`config.mk`:
```
export PLATFORM = sky130hd
export DESIGN_NAME = sec_remainder_locator
export DESIGN_NICKNAME = d
export VERILOG_FILES = /design/src/rtl/sec_remainder_locator.sv
export SDC_FILE = /design/constraint.sdc
export NUM_CORES = 1
export LEC_CHECK = 0
export BUFFER_PORTS_ARGS = -buffer_cell sky130_fd_sc_hd__buf_4
export CAP_MARGIN = 20
export CELL_PAD_IN_SITES_DETAIL_PLACEMENT = 1
export CELL_PAD_IN_SITES_GLOBAL_PLACEMENT = 2
export CORE_UTILIZATION = 25
export CTS_BUF_LIST = sky130_fd_sc_hd__clkbuf_4
export DETAILED_ROUTE_END_ITERATION = 12
export PLACE_DENSITY_LB_ADDON = 0.12
export RECOVER_POWER = 100
export SYNTH_ARGS = -nofsm -noshare
export SYNTH_HDL_FRONTEND = slang
export SYNTH_SLANG_ARGS = --single-unit
export TNS_END_PERCENT = 20
```
`constraint.sdc`:
```
create_clock -name clk -period 3.3 [get_ports clk]
set_input_delay 0.66 -clock clk [delete_from_list [all_inputs] [get_ports clk]]
set_output_delay 0.66 -clock clk [all_outputs]
set_load 0.05 [all_outputs]
```
`src/rtl/sec_remainder_locator.sv`:
```
// Sequential single-error locator for the A=4547 product code: maps a remainder
// r back to the signed bit position l with r == +/-2^(|l|-1) mod A.
module sec_remainder_locator #(
  parameter int A    = 4547,
  parameter int RW   = 13,
  parameter int NPOS = 29,
  parameter int LW   = 6
) (
  input  logic          clk,
  input  logic          rst_n,
  input  logic          start,
  input  logic [RW-1:0] r_in,
  output logic          busy,
  output logic          done,
  output logic [LW-1:0] l_out,
  output logic          no_err,
  output logic          uncorr
);

  localparam int IW = $clog2(NPOS + 1);
  localparam logic [RW-1:0] A_L    = RW'(A);
  localparam logic [RW-1:0] P_ONE  = RW'(1);
  localparam logic [IW-1:0] I_ONE  = IW'(1);
  localparam logic [IW-1:0] NPOS_L = IW'(NPOS);

  typedef enum logic [1:0] {
    IDLE,
    SEARCH,
    DONE
  } state_e;

  state_e        state_q, state_d;
  logic [RW-1:0] r_q, r_d;
  logic [RW-1:0] p_q, p_d;
  logic [IW-1:0] i_q, i_d;
  logic          z_q, z_d;
  logic          inv_q, inv_d;
  logic          busy_q, busy_d;
  logic          done_q, done_d;
  logic [LW-1:0] l_q, l_d;
  logic          no_err_q, no_err_d;
  logic          uncorr_q, uncorr_d;

  // p tracks 2^(i-1) mod A; doubling needs one extra bit before reduction.
  logic [RW:0]   p_dbl;
  logic [RW-1:0] p_next;
  logic [RW-1:0] p_neg;
  logic          accept;
  logic          finish;

  always_comb begin
    p_dbl  = {p_q, 1'b0};
    p_next = (p_dbl >= {1'b0, A_L}) ? RW'(p_dbl - {1'b0, A_L}) : p_dbl[RW-1:0];
    p_neg  = A_L - p_q;
  end

  // NOTE: every signal written here gets a default first, so no path can
  // leave one unassigned and infer a latch.
  always_comb begin
    state_d  = state_q;
    r_d      = r_q;
    p_d      = p_q;
    i_d      = i_q;
    z_d      = z_q;
    inv_d    = inv_q;
    busy_d   = busy_q;
    done_d   = done_q;
    l_d      = l_q;
    no_err_d = no_err_q;
    uncorr_d = uncorr_q;
    accept   = 1'b0;
    finish   = 1'b0;

    case (state_q)
      IDLE: begin
        accept = start;
      end
      SEARCH: begin
        // Priority order matters: flag cases resolve on the first search edge.
        if (z_q) begin
          no_err_d = 1'b1;
          l_d      = '0;
          finish   = 1'b1;
        end else if (inv_q) begin
          uncorr_d = 1'b1;
          l_d      = '0;
          finish   = 1'b1;
        end else if (p_q == r_q) begin
          l_d    = LW'(i_q);
          finish = 1'b1;
        end else if (p_neg == r_q) begin
          l_d    = -LW'(i_q);
          finish = 1'b1;
        end else if (i_q == NPOS_L) begin
          uncorr_d = 1'b1;
          l_d      = '0;
          finish   = 1'b1;
        end else begin
          p_d = p_next;
          i_d = i_q + I_ONE;
        end
      end
      DONE: begin
        done_d = 1'b0;
        if (start) begin
          accept = 1'b1;
        end else begin
          state_d = IDLE;
        end
      end
      default: begin
        state_d = IDLE;
      end
    endcase

    if (finish) begin
      state_d = DONE;
      busy_d  = 1'b0;
      done_d  = 1'b1;
    end

    if (accept) begin
      state_d  = SEARCH;
      r_d      = r_in;
      p_d      = P_ONE;
      i_d      = I_ONE;
      z_d      = (r_in == '0);
      inv_d    = (r_in >= A_L);
      busy_d   = 1'b1;
      done_d   = 1'b0;
      l_d      = '0;
      no_err_d = 1'b0;
      uncorr_d = 1'b0;
    end
  end

  // NOTE: state updates use non-blocking assignments so every flop samples
  // the pre-edge values regardless of statement order.
  always_ff @(posedge clk or negedge rst_n) begin
    if (!rst_n) begin
      state_q  <= IDLE;
      r_q      <= '0;
      p_q      <= P_ONE;
      i_q      <= I_ONE;
      z_q      <= 1'b0;
      inv_q    <= 1'b0;
      busy_q   <= 1'b0;
      done_q   <= 1'b0;
      l_q      <= '0;
      no_err_q <= 1'b0;
      uncorr_q <= 1'b0;
    end else begin
      state_q  <= state_d;
      r_q      <= r_d;
      p_q      <= p_d;
      i_q      <= i_d;
      z_q      <= z_d;
      inv_q    <= inv_d;
      busy_q   <= busy_d;
      done_q   <= done_d;
      l_q      <= l_d;
      no_err_q <= no_err_d;
      uncorr_q <= uncorr_d;
    end
  end

  assign busy   = busy_q;
  assign done   = done_q;
  assign l_out  = l_q;
  assign no_err = no_err_q;
  assign uncorr = uncorr_q;

endmodule

```
# After elaboration in Yosys (flattened, before gate mapping)
# Cells that the tools add are included.
# totals
reg_bits,45
inputBits,16
out_inout_bits,10
wordCells,94
# classes
add_sub_neg,4
n_lt_le_gt_ge,2
n_eq_ne,14
muxes,49
n_reduce_logical,14
# ops
cell,n
two-way mux 13 bit,8
two-way mux 6 bit,7
two-way mux 5 bit,7
equality test 13 bit,2
two-way mux 1 bit,22
>= comparator 14 x 13 -> 1 bit (second input constant),1
>= comparator 13 bit (second input constant),1
zero test 13 bit,1
subtractor 13 bit (first input constant),1
subtractor 13 bit (second input constant),1
two-way mux 2 bit,3
inequality test 2 bit (second input constant),3
inequality test 3 bit (second input constant),2
negator 5 -> 6 bit,1
AND reduction 2 bit,3
AND reduction 6 bit,1
nonzero test 2 bit,3
nonzero test 3 bit,2
nonzero test 6 bit,1
adder 5 x 1 -> 5 bit (second input constant),1
equality test 5 bit (second input constant),1
AND reduction 5 bit,1
inequality test 2 x 1 -> 1 bit (second input constant),2
inequality test 4 bit (second input constant),1
7 further kinds,7

# Depth between registers and ports, before layout
# logic_depth
word_depth,9
mapped_depth,12

# Worst setup path after synthesis
# No wires, ideal clock.
# synth_timing
path_kind,register -> register
from,register p_q[3]
to,register i_q[1]
setup_ns,0.127
arrival_time_ns,2.729
t_required_ns,3.173
setup_slack_ns,0.443
path_stages_with_launch,12
n_path_buf,2
cell_sequence,dfrtp_1 -> clkbuf_2 -> inv_1 -> ha_1 -> or3b_1 -> a21oi_2 -> xnor2_1 -> a221o_1 -> a211oi_2 -> or3_1 -> buf_6 -> mux2_1
# synth_via
elab_chain_cells,4
# synth_rtl
item,line_no,text
"start, declared",34,"logic [RW-1:0] p_q, p_d;"
"start signal, assigned",155,p_q <= p_d;
subtractor 13 bit,54,p_neg = A_L - p_q;
equality test 13 bit,91,end else if (p_neg == r_q) begin
inequality test 2 bit (no line),n/a,
AND reduction 6 bit (no line) (*),n/a,
"end signal, assigned",156,i_q <= i_d;
"end, declared",35,"logic [IW-1:0] i_q, i_d;"
# Mark *: on every way between the ends. The rest lies on a longest branch, timed or not.
# A chain may end at the register's enable or synchronous reset.

# Final worst setup path
# layout_timing
from,register p_q[3]
to,register l_q[4] (netlist: l_out[4])
# layout_via
elab_chain_cells,8
# layout_rtl
item,line_no,text
subtractor 13 bit,54,
equality test 13 bit,91,
two-way mux 6 bit,91,
two-way mux 6 bit,88,end else if (p_q == r_q) begin
two-way mux 6 bit,84,end else if (inv_q) begin
two-way mux 6 bit,80,if (z_q) begin
two-way mux 6 bit,74,case (state_q)
two-way mux 6 bit,122,if (accept) begin
"end signal, assigned",161,l_q <= l_d;
"end, declared",40,"logic [LW-1:0] l_q, l_d;"
# Several ways; a longest one is shown, not always the timed one. The select of a mux whose other input is x is not followed.

==> impl_metrics.tcl <==
set metrics [dict create \
    status "finished with violations" \
    violations "max-capacitance violations, max-slew violations" \
    nFillCells 1333 \
    synth_area_leaders "dfrtp_1 (38%), nand2_1 (7.8%), xnor2_1 (5.0%)" \
    hold_viol 0 \
    viasPerCell 4.93 \
    crit_required_ps 3610 \
    netlist_instances 323 \
    min_period_ps 3080 \
    p_leak_nw 1.46 \
    cts_made_buffers 5 \
    fin_skew_ps 17.9 \
    timing.slew.headroom_pct -70.0 \
    worst_r2r_path_depth 10 \
    ioPinCount 26 \
    synthFlopType "dfrtp_1" \
    grt.overflow.total 0 \
    drive_gt1_share_pct 13.6 \
    pwr_density_cell_mw_per_mm2 937 \
    yosysTopAreaCellShare_pct 38.1 \
    globalRouteTotalUtil_pct 15.3 \
    root_buffer "clkbuf_4" \
    crit_fanout 5 \
    period_share_pct 93.3 \
    whs_path_depth 3 \
    synth_nets 344 \
    endpoint_kind "flop" \
    wire_per_inst_microns 16.7 \
    seq_area_frac_synth_pct 40.0 \
    die_area_sq_mm 0.0117 \
    drv_cap 1 \
    start_util_pct 25.8 \
    portBuffers 25 \
    hp-class "input pin to flop" \
    reg2reg_slack_ps 220 \
    fmax_mhz 325 \
    ir_worst_vdd_v 0.000343 \
    synth_cell_types 50 \
    setup_viol 0 \
    antenna_found_initial 0 \
    clockBufferDepth 2 \
    synthTopCellsByCount "nand2_1 (59), dfrtp_1 (43), nor2_1 (21)" \
    drc 0 \
    grt_max_degree 46 \
    synth_largest_area_cell "dfrtp_1" \
    worst_pin_slew_ps 2550 \
    clk_pin_slew_ps 160 \
    dp_cells 484 \
    htree_levels 2 \
    ant_nets 0 \
    hp-start "r_in[11]" \
    yosysWarnings 0 \
    die_w_microns 108 \
    drv_slew 46 \
    crit_arrival_ps 3390 \
    hpwlAfterDp_microns 6220 \
    r2r-end "l_out[4]" \
    place_area_sq_mm 0.00321 \
    num_vias 2424 \
    hold_end "r_q[11]" \
    fin_area_sq_mm 0.00325 \
    drt-pass1-iter-count 4 \
    yosysMostFrequentCell "nand2_1" \
    grt_pass1_wl_microns 13500 \
    cts_tree "done" \
    path_class "flop to flop" \
    synthArstFlopShare_pct 100 \
    die_y_microns 108 \
    start_kind "flop" \
    drt-total-wl_microns 8230 \
    r2r-start "p_q[3]" \
    instances_no_fill 492 \
    dr.first_iter.drc_count 149 \
    area_growth_pct 15.2 \
    clk_latency_ps 390 \
    synth-seq-cells 45 \
    syn-cell-area_sq_mm 0.00282 \
    cts_sinks 45 \
    gp_congestion 0.755 \
    final_nets 372 \
    cts_hold_buf 0 \
    n_antenna_cell 0 \
    coreArea_sq_mm 0.0109 \
    fin_util_pct 29.7 \
    row_count 38 \
    syn_area_per_cell_sq_um 8.74 \
    synth_edf_count 0 \
    grt_pass1_vias 2413 \
    rsz0062_at_grt "true" \
]
kinds of logic after synthesis:
| family | share of synthesized area [%] |
|---|---|
| adders and majority gates | 2.22 |
| and+or+nand+nor | 24.7 |
| DFF | 40.0 |
| buffers and inverters | 5.19 |
| xor gates and xnor gates | 7.76 |
| AOI/OAI and AO/OA | 15.1 |
| muxes | 5.05 |
power by group:
part	leakage [nW]	switching (mW)	total, mW	internal [mW]
logic	0.824	0.968	1.64	0.673
clock network	0.0462	0.216	0.381	0.165
registers	0.586	0.272	1.03	0.755
total	1.46	1.46	3.05	1.59
metal layers:
metal / up-vias / track usage [%] / wire, microns
met4: 0 / 5.21 / 146
li1: 1193 / - / -
met1: 1186 / 23.1 / 4430
met3: 10 / 2.53 / 282
met5: - / 0 / 0
met2: 35 / 21.7 / 3370
area by class of cell:
class                      instances  area [sq um]  area share (%)
sequential                        45          1130            34.7
clock buffer                       5          37.5            1.15
timing repair buffer              42           267            8.19
clock inverter                     3          47.5            1.46
multi-input combinational        246          1560            47.8
inverter                          11          41.3            1.27
tap                              140           175            5.38
worst max-delay path, cell delays in order, from the launching register on:
cell	delay (ps)
dfrtp_1	410
inv_1	90
ha_1	220
or3b_1	460
a21oi_2	260
xnor2_1	90
a221o_1	370
buf_4	160
a2111oi_0	620
a311oi_1	210
o31ai_1	120
what timing repair did:
item | 4_1_cts | 5_1_grt
setup buffers | 0 | 0
resized for setup | 0 | 2
endpoints found under the setup margin | 0 | 8
worst max-delay path by stage:
stage / startpoint / cells past startpoint / slack [ps] / endpoint
global route: p_q[3] / 9 / -4 / l_out[4]
CTS: p_q[3] / 10 / 120 / p_q[9]
floorplan: p_q[3] / 11 / 440 / i_q[1]
detailed placement: p_q[3] / 10 / 160 / l_out[1]
global placement: p_q[3] / 10 / 160 / l_out[1]
finish: p_q[3] / 10 / 220 / l_out[4]
layout by cell type, fill, tap and decap left out, types with 4 or more instances in the layout:
cell,synthesis,layout
a21oi_1,10,10
and3_1,6,6
buf_4,0,29
clkbuf_1,15,13
clkbuf_4,0,5
dfrtp_1,43,43
ha_1,5,5
inv_1,11,11
mux2i_1,12,12
nand2_1,59,59
nand2b_1,5,5
nand3_1,8,8
nand4_1,5,5
nor2_1,21,21
nor2b_1,5,4
nor3_1,11,11
o211ai_1,6,6
o21ai_0,14,14
o31ai_1,5,5
or3_1,5,4
xnor2_1,16,16
xor2_1,9,9
registers in the layout (all words and copies together), names as in the netlist:
register,count
done,1
p_q,13
l_out,6
r_q,13
inv_q,1
busy,1
state_q,2
uncorr,1
i_q,5
z_q,1
no_err,1
per-stage QoR:
step                hold slack, ps  power, mW  setup WS [ps]  setup TNS (ps)
floorplan                      364       2.19            443               0
global placement               490       2.71            159               0
detailed placement             494       2.71            155               0
CTS                            265       3.11            122               0
global route                   444       3.31          -4.32           -4.32
finish                         463       3.05            220               0
Note: power is estimated with default switching activity, not from simulation.
